File: src/rtl/fifoctl_pkg.sv
// Shared definitions for the FIFO controller: error-mode encodings and
// parameter-derivation helpers used by fifoctl_r_w_s and its pointer sub-module.
package fifoctl_pkg;

    // Error reporting modes
    localparam int ERR_STICKY  = 0;  // error held until reset
    localparam int ERR_DYNAMIC = 1;  // error pulses for one cycle per illegal request

    // Ceiling log2; depth is always >= 2, so the result is always >= 1
    function automatic int clog2(input int value);
        int result;
        int v;
        result = 0;
        v      = value - 1;
        while (v > 0) begin
            result = result + 1;
            v      = v >> 1;
        end
        return result;
    endfunction

    // Occupancy at which half_full asserts (rounds up for odd depths)
    function automatic int half_full_level(input int depth);
        return (depth + 1) / 2;
    endfunction

endpackage

File: src/rtl/fifoctl_wrap_ptr.sv
// Modulo-depth pointer register. Advances by one when inc is high and wraps
// from depth-1 back to 0 with an explicit compare, so any depth works.
module fifoctl_wrap_ptr #(
    parameter int depth      = 8,
    parameter int addr_width = 3
) (
    input  logic                  clk,
    input  logic                  rst_n,
    input  logic                  inc,
    output logic [addr_width-1:0] ptr
);

    localparam logic [addr_width-1:0] LAST_ADDR = addr_width'(depth - 1);
    localparam logic [addr_width-1:0] ONE       = addr_width'(1);

    logic [addr_width-1:0] ptr_reg;
    logic [addr_width-1:0] ptr_next;

    // Next pointer: hold, increment, or wrap to zero at the last word
    always_comb begin
        ptr_next = ptr_reg;
        if (inc) begin
            if (ptr_reg == LAST_ADDR) begin
                ptr_next = '0;
            end else begin
                ptr_next = ptr_reg + ONE;
            end
        end
    end

    // Pointer register, cleared asynchronously
    always_ff @(posedge clk or negedge rst_n) begin
        if (!rst_n) begin
            ptr_reg <= '0;
        end else begin
            ptr_reg <= ptr_next;
        end
    end

    assign ptr = ptr_reg;

endmodule

File: src/rtl/fifoctl_r_w_s.sv
// FIFO controller for a separate read/write port RAM. Converts active-low
// push/pop requests into RAM write strobes and head/tail addresses, tracks
// occupancy and raises status/error flags. Data never passes through here.
// Optional macro FIFOCTL_WRDCNT_EN adds a word_count output.
module fifoctl_r_w_s
    import fifoctl_pkg::*;
#(
    parameter int depth    = 8,
    parameter int ae_level = 1,
    parameter int af_level = 1,
    parameter int err_mode = ERR_STICKY,
    localparam int addr_width = clog2(depth)
) (
    input  logic                  clk,
    input  logic                  rst_n,
    input  logic                  push_req_n,
    input  logic                  pop_req_n,
    output logic                  we_n,
    output logic [addr_width-1:0] wr_addr,
    output logic [addr_width-1:0] rd_addr,
    output logic                  empty,
    output logic                  almost_empty,
    output logic                  half_full,
    output logic                  almost_full,
    output logic                  full,
    output logic                  error
`ifdef FIFOCTL_WRDCNT_EN
    ,
    output logic [addr_width:0]   word_count
`endif
);

    localparam int CW = addr_width + 1;

    // Flag thresholds expressed in count width
    localparam logic [CW-1:0] DEPTH_CNT = CW'(depth);
    localparam logic [CW-1:0] AE_CNT    = CW'(ae_level);
    localparam logic [CW-1:0] HF_CNT    = CW'(half_full_level(depth));
    localparam logic [CW-1:0] AF_CNT    = CW'(depth - af_level);
    localparam logic [CW-1:0] ONE_CNT   = CW'(1);

    logic [CW-1:0] count_reg;
    logic [CW-1:0] count_next;
    logic          error_reg;
    logic          error_next;

    logic          full_now;
    logic          empty_now;
    logic          push_acc;
    logic          pop_acc;
    logic          overflow;
    logic          underflow;

    // Index 0 drives the write (tail) pointer, index 1 the read (head) pointer
    logic [1:0]                  ptr_inc;
    logic [1:0][addr_width-1:0]  ptr_val;

    assign full_now  = (count_reg == DEPTH_CNT);
    assign empty_now = (count_reg == '0);

    // A pop is honoured whenever there is data; a push into a full FIFO is
    // only honoured when a simultaneous pop frees the head slot.
    assign pop_acc   = !pop_req_n && !empty_now;
    assign push_acc  = !push_req_n && (!full_now || pop_acc);
    assign overflow  = !push_req_n && full_now && pop_req_n;
    assign underflow = !pop_req_n && empty_now;

    assign ptr_inc[0] = push_acc;
    assign ptr_inc[1] = pop_acc;

    generate
        for (genvar gi = 0; gi < 2; gi++) begin : g_ptr
            fifoctl_wrap_ptr #(
                .depth      (depth),
                .addr_width (addr_width)
            ) u_ptr (
                .clk   (clk),
                .rst_n (rst_n),
                .inc   (ptr_inc[gi]),
                .ptr   (ptr_val[gi])
            );
        end
    endgenerate

    // Occupancy: +1 on push only, -1 on pop only, hold otherwise
    always_comb begin
        count_next = count_reg;
        if (push_acc && !pop_acc) begin
            count_next = count_reg + ONE_CNT;
        end else if (pop_acc && !push_acc) begin
            count_next = count_reg - ONE_CNT;
        end
    end

    generate
        if (err_mode == ERR_DYNAMIC) begin : g_err_dynamic
            assign error_next = overflow || underflow;
        end else begin : g_err_sticky
            assign error_next = error_reg || overflow || underflow;
        end
    endgenerate

    // Occupancy and error state, discarded immediately on reset
    always_ff @(posedge clk or negedge rst_n) begin
        if (!rst_n) begin
            count_reg <= '0;
            error_reg <= 1'b0;
        end else begin
            count_reg <= count_next;
            error_reg <= error_next;
        end
    end

    // The RAM write lands at the tail on the same edge the push is accepted
    assign we_n    = !push_acc;
    assign wr_addr = ptr_val[0];
    assign rd_addr = ptr_val[1];

    // Flags decode the registered count only, so they never glitch
    assign empty        = empty_now;
    assign almost_empty = (count_reg <= AE_CNT);
    assign half_full    = (count_reg >= HF_CNT);
    assign almost_full  = (count_reg >= AF_CNT);
    assign full         = full_now;
    assign error        = error_reg;

`ifdef FIFOCTL_WRDCNT_EN
    assign word_count = count_reg;
`endif

endmodule
File: config.mk
export PLATFORM = sky130hd
export DESIGN_NAME = fifoctl_r_w_s
export DESIGN_NICKNAME = d
export VERILOG_FILES = /design/src/rtl/fifoctl_pkg.sv /design/src/rtl/fifoctl_wrap_ptr.sv /design/src/rtl/fifoctl_r_w_s.sv
export SDC_FILE = /design/constraint.sdc
export NUM_CORES = 1
export LEC_CHECK = 0
export CORE_MARGIN = 8
export CORE_UTILIZATION = 45
export CTS_CLUSTER_DIAMETER = 120
export CTS_CLUSTER_SIZE = 30
export DETAILED_ROUTE_END_ITERATION = 8
export PLACE_DENSITY = 0.82
export SETUP_SLACK_MARGIN = 0.2
export SYNTH_ARGS = -nofsm -noshare
export SYNTH_HDL_FRONTEND = slang
export SYNTH_SLANG_ARGS = --single-unit
export TNS_END_PERCENT = 30
File: constraint.sdc
create_clock -name clk -period 6.16 [get_ports clk]
set_input_delay 0.924 -clock clk [delete_from_list [all_inputs] [get_ports clk]]
set_output_delay 0.924 -clock clk [all_outputs]
set_load 0.005 [all_outputs]
Yosys cells after proc, flatten, opt, wreduce, memory -nomap -nowiden
Index checks and enable logic that the tools add are counted.

Flip-flop bits (word level): 11. Latch bits: 0. RAM bits: 0. Bits in read-only memories: 0. Output and inout port bits: 13. Memories kept: 0.

$add $sub $neg: 4. Multiply operators: 0. Div/mod/pow operators: 0. $lt $le $gt $ge: 3. Eq/ne operators: 3. Shift operators: 0. Multiplexer cells: 4. Bitwise gates (word level): 0. Reduce and logical (&&, ||, !) cells: 18.

Operators with widths (number): >= comparator 4 x 3 -> 1 bit, second input constant (2); two-way mux 4 bit (2); logical AND 1 bit (7); adder 3 x 1 -> 3 bit, second input constant (2); equality test 3 bit, second input constant (2); logical NOT 1 bit (6); two-way mux 3 bit (2); adder 4 x 1 -> 4 bit, second input constant (1); equality test 4 bit, second input constant (1); <= comparator 4 x 1 -> 1 bit, second input constant (1); logical NOT 4 bit (1); subtractor 4 x 1 -> 4 bit, second input constant (1); logical OR 1 bit (3); nonzero test 2 bit (1).

Depth between registers and ports, before layout
Depth after elaboration: 9. Mapped depth: 9.

Cells and area by module
A second synthesis with hierarchy kept.

Cell total of the unflattened synthesis: 60. Area, all modules: 648.1 um2.

By module, submodules not included: fifoctl_r_w_s (times used 1, cells an instance 38, area an instance 362.8 um2, seq. area each 125.1 um2); fifoctl_wrap_ptr (times used 2, cells an instance 11, area an instance 142.6 um2, seq. area each 75.1 um2).

Worst setup path before layout
No wires, ideal clock.

Path type: input port to flip-flop. Start point: input port pop_req_n. End point: register count_reg[3]. Setup time: 0.079 ns. Arrival time: 2.232 ns. Setup slack: 3.849 ns. Stages on the path: 6. Buffers on the path: 0. Path through: nor2_1 -> inv_1 -> ha_1 -> or4_1 -> a21oi_1 -> xor2_1.

Cells in the longest elaborated chain, start to end: 7.

Ends and longest elaborated chain: start: declaration (line fifoctl_r_w_s.sv:17) `input logic pop_req_n,`; logical NOT 1 bit (*) (line fifoctl_r_w_s.sv:63) `assign pop_acc = !pop_req_n && !empty_now;`; logical AND 1 bit (*) (line fifoctl_r_w_s.sv:63); logical OR 1 bit (line fifoctl_r_w_s.sv:64) `assign push_acc = !push_req_n && (!full_now || pop_acc);`; logical AND 1 bit (line fifoctl_r_w_s.sv:64); logical NOT 1 bit (line fifoctl_r_w_s.sv:90) `end else if (pop_acc && !push_acc) begin`; logical AND 1 bit (line fifoctl_r_w_s.sv:90); nonzero test 2 bit (no source line); end signal: assignment (line fifoctl_r_w_s.sv:109) `count_reg <= count_next;`; end: declaration (line fifoctl_r_w_s.sv:42) `logic [CW-1:0] count_reg;`.

Mark *: on every way between the ends. The rest lies on a longest branch, timed or not. A chain may end at the register's enable or synchronous reset.

Final worst setup path
Start point: input port pop_req_n. End point: output port we_n.

Cells in the longest elaborated chain, start to end: 5.

Ends and longest elaborated chain: logical NOT 1 bit (line fifoctl_r_w_s.sv:63); logical AND 1 bit (line fifoctl_r_w_s.sv:63); logical OR 1 bit (line fifoctl_r_w_s.sv:64); logical AND 1 bit (line fifoctl_r_w_s.sv:64); logical NOT 1 bit (line fifoctl_r_w_s.sv:115) `assign we_n = !push_acc;`; end: declaration (line fifoctl_r_w_s.sv:18) `output logic we_n,`.

Every way passes these cells.

==> impl_metrics.yaml <==
drt:
  first_pass_iters: 4
  vias: 475
  drc: 0
  ant_nets: 0
  via_per_inst: 5.28
  routed_wl_mm: 1.23
  drtIter0Drc: 10
  wl_per_cell_um: 13.7
yosys:
  synth_top_area_share_pct: 42.1
  synth_area_per_cell_um2: 11.7
  syn-num-nets: 69
  synth-warning-count: 0
  synth_area_um2: 654
  yosysTopAreaCell: "dfrtp_1"
  synth_area_leaders: "dfrtp_1 42%, ha_1 17%, mux2_2 10%"
  synth_seq_area_share_pct: 42.1
  syn_inst: 56
  ys_ff_latch: 11
  yosysUniqueCellTypes: 22
finish:
  drive_gt1_share_pct: 18.7
  layout.nets: 89
  mostFrequentLayoutCells: "16 x clkdlybuf4s50_1, 11 x dfrtp_1, 9 x ha_1, 6 x nor2_1, 6 x mux2_2"
  fillCellCount: 115
  syn_to_final_growth_pct: 30.6
  largest_reg_flops: 6
  num_antenna_cells: 0
  final_common_cell: "clkdlybuf4s50_1"
  final_util_pct: 64.1
clock_tree:
  cts_resized: 0
  clockRootBuffer: "clkbuf_4"
  clk_latency_ns: 0.28
  cts_buffers: 3
  cts_htree_levels: 1
  cts_setup_buffers: 0
  clock_sinks: 11
  cts.path.max_buffers: 2
  path_clk_slew_ns: 0.07
  cts_hold_buffers: 0
  cts_tree: "built"
sta:
  finalCritPeriodShare_pct: 50.8
  slew_viol_final: 0
  rsz0062_at_grt: "no"
  tightestPinTransition_ns: 0.469
  final-hold-violation-count: 0
  fin_skew_ns: 0.00568
  relSlewSlack_pct: 68.6
  period_needed_ns: 3.13
  clock.fmax_mhz: 320
  tns_ns: 0
  setup_viol: 0
global_route:
  overflow: 0
  antenna_found_initial: 0
  grtUsageTotal_pct: 9.80
  grt_first_pass_wirelength_mm: 2.04
  grt_pass1_vias: 484
  grt_max_degree: 12
power:
  peakVddDrop_v: 0.000257
  total_power_mw: 0.429
  pwr_density_cell_nw_per_um2: 502
  p_leak_nw: 0.387
min_path:
  min_path_cells: 1
  min_path_type: "reg2reg"
run:
  cap_violations: 0
setup_path:
  start_kind: "input port"
  cp.required_ns: 5.24
  crit_fanout: 5
  worstPathCellList: "clkdlybuf4s50_1 > a31oi_4 > inv_1 > clkdlybuf4s50_1"
  cp-end-kind: "primary output"
  cp_slowest_cell: "clkdlybuf4s50_1"
  arrival_ns: 2.20
  crit_top_cell: "clkdlybuf4s50_1"
  crit_type: "in2out"
  slowest_delay_ns: 0.56
  reg2reg_depth: 9
floorplanning:
  ios: 17
  fp.dieW_um: 54.1
  die-area_um2: 2930
  rows: 13
  start_util_pct: 49.1
  core_area_um2: 1330
  fp.dieH_um: 54.1
placed_design:
  io_buffers: 16
  gp_congestion: 0.718
  hpwl_um: 977
run_status:
  outcome: "completed"
==> final cells by class <==
class                   count  area (um2)  share of cell area, %
repair buffers             16         160                   18.7
flip-flops and latches     11         275                   32.2
multi-input cells          40         359                   42.0
inverters                   4        15.0                   1.76
clock buffers               4        26.3                   3.07
well taps                  15        18.8                   2.20
==> kinds of logic after synthesis <==
logic type,after synthesis,synth area share [%]
muxes,7,11.9
DFF,11,42.1
AOI/OAI and AO/OA,6,8.03
buffers and inverters,5,3.06
adders and majority gates,9,17.2
xor gates and xnor gates,4,5.35
and+or+nand+nor,14,12.4
==> routing by layer <==
| layer | up-vias | global-route usage [%] | share of wire (%) |
|---|---|---|---|
| li1 | 228 | - | - |
| met1 | 229 | 8.72 | 38 |
| met2 | 13 | 16.6 | 50 |
| met3 | 5 | 5.23 | 8.6 |
| met4 | 0 | 6.97 | 3.2 |
| met5 | - | 0 | 0 |
==> cell usage after synthesis (all sizes together) <==
| cell | n |
|---|---|
| buf | 1 |
| inv | 4 |
| nor2 | 6 |
| dfrtp | 11 |
| or2 | 1 |
| mux2i | 1 |
| xnor2 | 1 |
| nand4 | 1 |
| o21ai | 2 |
| nand2 | 1 |
| a21oi | 1 |
| xor2 | 3 |
| mux2 | 6 |
| and2b | 1 |
| a31oi | 1 |
| and2 | 1 |
| or4 | 1 |
| nor3b | 1 |
| ha | 9 |
| nand3b | 1 |
| a21o | 2 |
==> power by group <==
| part | internal, mW | switching [mW] |
|---|---|---|
| Clock | 0.0251 | 0.0242 |
| Sequential | 0.110 | 0.0448 |
| Combinational | 0.142 | 0.0829 |
| Total | 0.278 | 0.152 |
==> metrics by stage <==
stage	cells	setup WS, ns	area [um2]	hold WS [ns]
final	90	3.03	855	0.467
after global routing	90	2.97	855	0.475
after CTS	90	3.02	855	0.466
after detailed placement	86	3.02	828	0.451
after global placement	86	3.04	828	0.443
after floorplan	56	3.85	654	0.451
==> final timing paths <==
kind	startpoint	to	slack (ns)
max	pop_req_n	we_n	3.03
min	error	error	0.47
max reg2reg	count_reg[0]	count_reg[3]	3.68
min reg2reg	error	error	0.47
max in group asynchronous	rst_n	g_ptr[0].u_ptr.ptr[2]	4.87
min in group asynchronous	rst_n	g_ptr[1].u_ptr.ptr[2]	0.97
==> worst max-delay path: cells and delay by family <==
| kind | cells | cell delay [ns] |
|---|---|---|
| compound gates | 1 | 0.14 |
| buf+inv | 3 | 1.13 |
Note: power is estimated with default switching activity, not from simulation.
